## config.mk

```make
export PLATFORM = sky130hd
export DESIGN_NAME = dram_page_ctrl
export DESIGN_NICKNAME = d
export VERILOG_FILES = /design/src/rtl/dram_page_ctrl.sv
export SDC_FILE = /design/constraint.sdc
export NUM_CORES = 1
export LEC_CHECK = 0
export ABC_CLOCK_PERIOD_IN_PS = 2100
export CAP_MARGIN = 0
export CELL_PAD_IN_SITES_DETAIL_PLACEMENT = 2
export CELL_PAD_IN_SITES_GLOBAL_PLACEMENT = 2
export CORE_MARGIN = 3
export CORE_UTILIZATION = 32
export CTS_BUF_LIST = sky130_fd_sc_hd__clkbuf_4
export DETAILED_ROUTE_END_ITERATION = 16
export GPL_ROUTABILITY_DRIVEN = 0
export PLACE_DENSITY = 0.87
export SLEW_MARGIN = 20
export SYNTH_ARGS = -nofsm -noshare
export SYNTH_HDL_FRONTEND = slang
export SYNTH_SLANG_ARGS = --single-unit
```

## constraint.sdc

```tcl
create_clock -name clk -period 2.1 [get_ports clk]
set_input_delay 0.63 -clock clk [delete_from_list [all_inputs] [get_ports clk]]
set_output_delay 0.63 -clock clk [all_outputs]
set_load 0.02 [all_outputs]
```

## src/rtl/dram_page_ctrl.sv

```systemverilog
// dram_page_ctrl: page-mode RAS/CAS DRAM controller with CAS-before-RAS refresh.
// The last activated row stays open so that same-row accesses skip activation.
//
// state | meaning
// IDLE  | waiting for a request or an owed refresh; a page may be open
// PRE   | RAS high for T_RP, closing the page before a new row or a refresh
// ACT   | RAS low with the row on MA for T_RCD
// COL   | CAS low with the column on MA for T_CAS
// CPRE  | CAS precharge for one cycle; RAS stays low, page stays open
// RCAS  | refresh: CAS low one cycle ahead of RAS
// RRAS  | refresh: RAS and CAS both low for T_RAS
// REND  | refresh: both strobes high for T_RP, then back to IDLE
module dram_page_ctrl #(
  parameter int DATA_W  = 16,
  parameter int ROW_W   = 10,
  parameter int COL_W   = 8,
  parameter int T_RCD   = 2,
  parameter int T_CAS   = 2,
  parameter int T_RP    = 2,
  parameter int T_RAS   = 4,
  parameter int REF_INT = 780,
  localparam int BE_W   = DATA_W / 8,
  localparam int ADDR_W = ROW_W + COL_W
) (
  input  logic              clk,
  input  logic              rst_n,
  input  logic              req_valid,
  output logic              req_ready,
  input  logic              req_we,
  input  logic [BE_W-1:0]   req_be,
  input  logic [ADDR_W-1:0] req_addr,
  input  logic [DATA_W-1:0] req_wdata,
  output logic              rsp_valid,
  output logic [DATA_W-1:0] rsp_rdata,
  output logic              ras_n,
  output logic              cas_n,
  output logic              oe_n,
  output logic [BE_W-1:0]   we_n,
  output logic [ROW_W-1:0]  ma,
  output logic [DATA_W-1:0] dq_o,
  output logic              dq_oe,
  input  logic [DATA_W-1:0] dq_i
);

  localparam int TW    = 8;
  localparam int REF_W = (REF_INT > 2) ? $clog2(REF_INT) : 1;
  localparam logic [REF_W-1:0] REF_RELOAD = REF_W'(REF_INT - 1);

  typedef enum logic [2:0] {
    ST_IDLE, ST_PRE, ST_ACT, ST_COL, ST_CPRE, ST_RCAS, ST_RRAS, ST_REND
  } state_t;

  state_t            state;
  logic [TW-1:0]     tmr;
  logic [REF_W-1:0]  ref_cnt;
  logic              ref_tc;
  logic              ref_pend;
  logic              ref_busy;
  logic              row_open;
  logic [ROW_W-1:0]  open_row;
  logic [ROW_W-1:0]  lat_row;
  logic [COL_W-1:0]  lat_col;
  logic              lat_we;
  logic [BE_W-1:0]   lat_be;
  logic [DATA_W-1:0] lat_wdata;
  logic [ROW_W-1:0]  req_row;
  logic [COL_W-1:0]  req_col;
  logic              accept;
  logic              tmr_tc;
  logic              col_we;
  logic [BE_W-1:0]   col_be;
  logic [DATA_W-1:0] col_wdata;
  logic [COL_W-1:0]  col_addr;

  assign req_row   = req_addr[ADDR_W-1:COL_W];
  assign req_col   = req_addr[COL_W-1:0];
  assign req_ready = (state == ST_IDLE) && !ref_pend;
  assign accept    = req_valid && req_ready;
  assign tmr_tc    = (tmr == '0);
  assign ref_tc    = (ref_cnt == '0);

  // Column phase starts either straight from IDLE on a page hit (live request)
  // or from ACT (latched request); pick the matching source.
  always_comb begin
    if (state == ST_IDLE) begin
      col_we    = req_we;
      col_be    = req_be;
      col_wdata = req_wdata;
      col_addr  = req_col;
    end else begin
      col_we    = lat_we;
      col_be    = lat_be;
      col_wdata = lat_wdata;
      col_addr  = lat_col;
    end
  end

  // Free-running refresh interval down-counter; terminal count flags a refresh.
  always_ff @(posedge clk or negedge rst_n) begin
    if (!rst_n) begin
      ref_cnt <= REF_RELOAD;
    end else if (ref_tc) begin
      ref_cnt <= REF_RELOAD;
    end else begin
      ref_cnt <= ref_cnt - REF_W'(1);
    end
  end

  // Main sequencer: strobe generation, page tracking and refresh bookkeeping.
  always_ff @(posedge clk or negedge rst_n) begin
    if (!rst_n) begin
      state     <= ST_IDLE;
      tmr       <= '0;
      ref_pend  <= 1'b0;
      ref_busy  <= 1'b0;
      row_open  <= 1'b0;
      open_row  <= '0;
      lat_row   <= '0;
      lat_col   <= '0;
      lat_we    <= 1'b0;
      lat_be    <= '0;
      lat_wdata <= '0;
      ras_n     <= 1'b1;
      cas_n     <= 1'b1;
      oe_n      <= 1'b1;
      we_n      <= '1;
      ma        <= '0;
      dq_o      <= '0;
      dq_oe     <= 1'b0;
      rsp_valid <= 1'b0;
      rsp_rdata <= '0;
    end else begin
      rsp_valid <= 1'b0;
      // A second expiry while one refresh is already owed is simply absorbed.
      if (ref_tc) ref_pend <= 1'b1;
      case (state)
        ST_IDLE: begin
          if (ref_pend) begin
            ref_busy <= 1'b1;
            if (row_open) begin
              state    <= ST_PRE;
              ras_n    <= 1'b1;
              row_open <= 1'b0;
              tmr      <= TW'(T_RP - 1);
            end else begin
              state <= ST_RCAS;
              cas_n <= 1'b0;
            end
          end else if (accept) begin
            lat_row   <= req_row;
            lat_col   <= req_col;
            lat_we    <= req_we;
            lat_be    <= req_be;
            lat_wdata <= req_wdata;
            if (row_open && (req_row == open_row)) begin
              state <= ST_COL;
              cas_n <= 1'b0;
              ma    <= ROW_W'(col_addr);
              tmr   <= TW'(T_CAS - 1);
              if (col_we) begin
                we_n  <= ~col_be;
                dq_oe <= 1'b1;
                dq_o  <= col_wdata;
              end else begin
                oe_n <= 1'b0;
              end
            end else if (row_open) begin
              state    <= ST_PRE;
              ras_n    <= 1'b1;
              row_open <= 1'b0;
              tmr      <= TW'(T_RP - 1);
            end else begin
              state <= ST_ACT;
              ras_n <= 1'b0;
              ma    <= req_row;
              tmr   <= TW'(T_RCD - 1);
            end
          end
        end
        ST_PRE: begin
          if (!tmr_tc) begin
            tmr <= tmr - TW'(1);
          end else if (ref_busy) begin
            state <= ST_RCAS;
            cas_n <= 1'b0;
          end else begin
            state <= ST_ACT;
            ras_n <= 1'b0;
            ma    <= lat_row;
            tmr   <= TW'(T_RCD - 1);
          end
        end
        ST_ACT: begin
          if (!tmr_tc) begin
            tmr <= tmr - TW'(1);
          end else begin
            state    <= ST_COL;
            open_row <= lat_row;
            row_open <= 1'b1;
            cas_n    <= 1'b0;
            ma       <= ROW_W'(col_addr);
            tmr      <= TW'(T_CAS - 1);
            if (col_we) begin
              we_n  <= ~col_be;
              dq_oe <= 1'b1;
              dq_o  <= col_wdata;
            end else begin
              oe_n <= 1'b0;
            end
          end
        end
        ST_COL: begin
          if (!tmr_tc) begin
            tmr <= tmr - TW'(1);
          end else begin
            state <= ST_CPRE;
            cas_n <= 1'b1;
            oe_n  <= 1'b1;
            we_n  <= '1;
            dq_oe <= 1'b0;
            if (!lat_we) begin
              rsp_rdata <= dq_i;
              rsp_valid <= 1'b1;
            end
          end
        end
        ST_CPRE: begin
          state <= ST_IDLE;
        end
        ST_RCAS: begin
          state <= ST_RRAS;
          ras_n <= 1'b0;
          tmr   <= TW'(T_RAS - 1);
        end
        ST_RRAS: begin
          if (!tmr_tc) begin
            tmr <= tmr - TW'(1);
          end else begin
            state <= ST_REND;
            ras_n <= 1'b1;
            cas_n <= 1'b1;
            tmr   <= TW'(T_RP - 1);
          end
        end
        ST_REND: begin
          if (!tmr_tc) begin
            tmr <= tmr - TW'(1);
          end else begin
            state    <= ST_IDLE;
            ref_pend <= 1'b0;
            ref_busy <= 1'b0;
          end
        end
        default: state <= ST_IDLE;
      endcase
    end
  end

endmodule
```

==> run_results.csv <==
group,metric,value,unit
status,outcome,"complete, but fails checks",
status,violated_checks,"setup timing",
placed_design,dp_hpwl,15.2,mm
power_and_ir_drop,power_consumption,13.7,mW
final_layout,mostFrequentLayoutCell,"dfrtp_1",
logic_synthesis,ys.flop_type,"dfrtp_1",
drt,wl_met2,14.7,mm
floorplan,die-area,0.0205,mm^2
final_layout,multiInputGateArea,0.00331,mm^2
logic_synthesis,synth.ff_latch_count,120,
drt,routedLengthMet1,10.1,mm
worst_hold_path,hold_class,"input port to asynchronous set/reset pin",
timing,worst_slew_margin_rel,0.609,
timing,period_minus_slack,2.34,ns
logic_synthesis,synth.distinct_cells,67,
timing,tightestPinTransition,0.586,ns
timing,totalNegativeSetupSlack,-9.93,ns
global_route,maximum_number_of_pins_on_one_net_before_global_route_repair,66,
placed_design,detailedPlace.worstSlack,-0.764,ns
drt,routed-wl-met3,988,um
drt,post_drt_via_cell_ratio,5.76,
floorplan,fp.dieW,143,um
drt,dr.max_layer_used,"met4",
critical_path,startpoint_type,"register",
global_route,global_route_wire_length_before_repair,39.5,mm
clock_tree,tritoncts,"done",
final_layout,finalCoreUtilization,0.490,
logic_synthesis,synthesis.instances,534,
clock_tree,cts-root-to-sink-buffers,2,
drt,average_wire_per_standard_cell,27.8,um
final_layout,nFillCells,1785,
final_layout,layout-drive-gt1-share,0.389,
logic_synthesis,mappedNetlistNets,593,
floorplan,effective_utilization_at_floorplan,0.330,
clock_tree,cts_num_sinks,120,
logic_synthesis,edff_count_synth,0,
logic_synthesis,synth_compound_area_frac,0.171,
timing,setup-violations-final,67,
logic_synthesis,fraction_of_the_mapped_netlist_area_in_adder_cells,0.00625,
clock_tree,cts.clk_slew.worst_paths,0.11,ns
clock_tree,clockRootBuffer,"clkbuf_4",
timing,period_share,1.12,
floorplan,fp-row-count,49,
critical_path,max_stage_delay,0.44,ns
logic_synthesis,synth_simple_gate_area_share,0.117,
critical_path,cp.arrival,2.80,ns
clock_tree,cts-buffers-inserted,17,
power_and_ir_drop,max-vdd-ir-drop,0.624,mV
clock_tree,htreeDepth,4,
critical_path,required,2.56,ns
placed_design,dpl-instance-area,0.00780,mm^2
placed_design,placement.io_buffers,105,
final_layout,design_area,0.00892,mm^2
drt,drt_iter0_drc,292,
power_and_ir_drop,p_per_area,1530,mW/mm^2
final_layout,final_cell_mix,"dfrtp_1, buf_4, clkdlybuf4s50_1, nand2_1, dlygate4sd2_1",
logic_synthesis,asyncSetResetFlopFracSynth,1.00,
critical_path,timing.critical_path.fanout_max,8,
final_layout,seq_area,0.00302,mm^2
critical_path,critPathTopFamily,"simple AND/OR/NAND/NOR gates",
floorplan,io_pins,106,
drt,vias,5590,
timing,clock_skew,0.0382,ns
logic_synthesis,synthesis.yosys.warnings,0,
logic_synthesis,synth_top_family_by_area,"compound AO/OA/AOI/OAI gates",
power_and_ir_drop,p_leak,3.96,nW
timing,max_freq,427,MHz
logic_synthesis,post_synth_xor_area_fraction,0.0291,
timing,hold_viol_final,0,
global_route,grt.overflow.total,0,
global_route,first_global_vias,6517,
critical_path,worstSetupEndpointType,"register",
timing,slew_violations,0,
drt,firstDrtPassIters,5,
logic_synthesis,synthesis.area,0.00601,mm^2
timing,final_critical_path_setup_slack,-0.243,ns
logic_synthesis,ys_seq_area_frac,0.502,
flow_run,timing.max_cap.violations,0,
final_layout,finish.net_count,788,
logic_synthesis,synthMuxAreaShare,0.131,
drt,drc,0,
floorplan,core_area,0.0182,mm^2
floorplan,dieHeight,143,um
clock_tree,clock_insertion_delay_worst_skew,0.60,ns
critical_path,crit_chain,"inv_2 -> ha_4 -> or3b_4 -> nor2_8 -> nand2_4 -> nor3_4 -> buf_6 -> buf_16 -> mux2_4",
drt,postRouteWirelength,27.0,mm
drt,ant_nets,0,
critical_path,setup.worst_path.class,"register to register",
global_route,grt_use_total,0.257,
final_layout,syn_to_final_growth,48.4,%
logic_synthesis,post_synth.cell_area_avg,11.3,um^2
global_route,antenna_found_initial,1,
critical_path,timing.critical_path.buf_inv,3,
critical_path,worst_path_max_delay_cell,"or3b_4",
timing,setup_repair_after_global_routing_missed_its_margin,"yes",
-- sequential cells by signal, indices dropped and copies added (netlist names), 3 cells and up --
signal / count
dq_o: 16
lat_wdata: 16
rsp_rdata: 16
lat_row: 10
ma: 10
open_row: 10
ref_cnt: 10
lat_col: 8
tmr: 8
state: 3
-- cells by family after synthesis --
logic type / count (synthesis)
adder cells (fa/ha/maj): 3
XOR/XNOR: 20
AND/OR/NAND/NOR: 131
flip-flops: 120
multiplexers: 67
buffers and inverters: 57
AO/OA/AOI/OAI: 136
-- final timing paths --
kind / startpoint / endpoint / slack [ns] / depth (start not counted)
worst max register to register: tmr[0]$_DFFE_PN0P_ / rsp_rdata[8]$_DFFE_PN0P_ / -0.24 / 9
worst min register to register: ref_cnt[0]$_DFF_PN1_ / ref_cnt[0]$_DFF_PN1_ / 0.49 / 1
worst max-delay path: tmr[0]$_DFFE_PN0P_ / rsp_rdata[8]$_DFFE_PN0P_ / -0.24 / 9
min in group clk: ref_cnt[0]$_DFF_PN1_ / ref_cnt[0]$_DFF_PN1_ / 0.49 / 1
worst min-delay path: rst_n / ref_cnt[2]$_DFF_PN0_ / 0.40 / 2
max in group asynchronous: rst_n / oe_n$_DFFE_PN1P_ / 1.09 / 3
-- timing repair --
item	in CTS	in global routing
hold endpoints to repair	1	0
setup buffers	19	10
hold buffers	1	0
cloned	5	0
gates resized for setup	146	50
pin swaps	17	11
setup endpoints to repair	114	69
-- worst reg2reg max path, stage by stage (launching register included) --
cell     delay, ns
dfrtp_1       0.42
inv_2         0.10
ha_4          0.14
or3b_4        0.44
nor2_8        0.17
nand2_4       0.09
nor3_4        0.22
buf_6         0.18
buf_16        0.15
mux2_4        0.30
-- synth_stat cells, types with 5 or more instances --
master,count,area share
clkbuf_1,18,0.011
buf_2,7,0.0058
xor2_1,7,0.010
a211oi_1,5,0.0062
nor2_1,28,0.017
a22o_1,8,0.012
a2bb2oi_1,8,0.012
a221oi_1,8,0.012
o31ai_1,8,0.010
o21ai_0,14,0.012
inv_1,27,0.017
a41o_1,8,0.013
o211ai_1,8,0.010
dfstp_2,10,0.044
nand3_1,7,0.0058
nand2_1,47,0.029
a21oi_1,25,0.021
mux2_2,55,0.10
xnor2_1,13,0.019
o32ai_1,17,0.025
dfrtp_1,110,0.46
nand4_1,7,0.0073
mux2_4,9,0.022
-- metal layers --
metal / track usage / vias up
met3: 0.0563 / 89
met5: 0 / -
met4: 0.137 / 0
met2: 0.464 / 202
met1: 0.280 / 2913
li1: - / 2386
-- cell type report --
class / instances / area share
Clock buffer: 17 / 0.0143
Sequential cell: 120 / 0.338
Inverter: 27 / 0.0114
Timing Repair Buffer: 204 / 0.214
Clock inverter: 14 / 0.0177
Tap cell: 229 / 0.0321
Multi-Input combinational cell: 359 / 0.372
Antenna cell: 1 / 0.000281
-- power breakdown --
part           switching, mW  leakage (nW)  total, mW  internal [mW]
clock                   1.03         0.138       1.83          0.802
sequential             0.904          1.44       4.25           3.35
combinational           4.17          2.38       7.58           3.41
-- stage by stage --
| stage | hold WS [ns] | std cells |
|---|---|---|
| 3_5_place_dp | 0.462 | 909 |
| 2_1_floorplan | 0.334 | 534 |
| 6_report | 0.399 | 971 |
| 3_3_place_gp | 0.443 | 909 |
| 4_1_cts | 0.385 | 964 |
| 5_1_grt | 0.374 | 971 |
No activity file was read; power rests on OpenSTA's default activity.
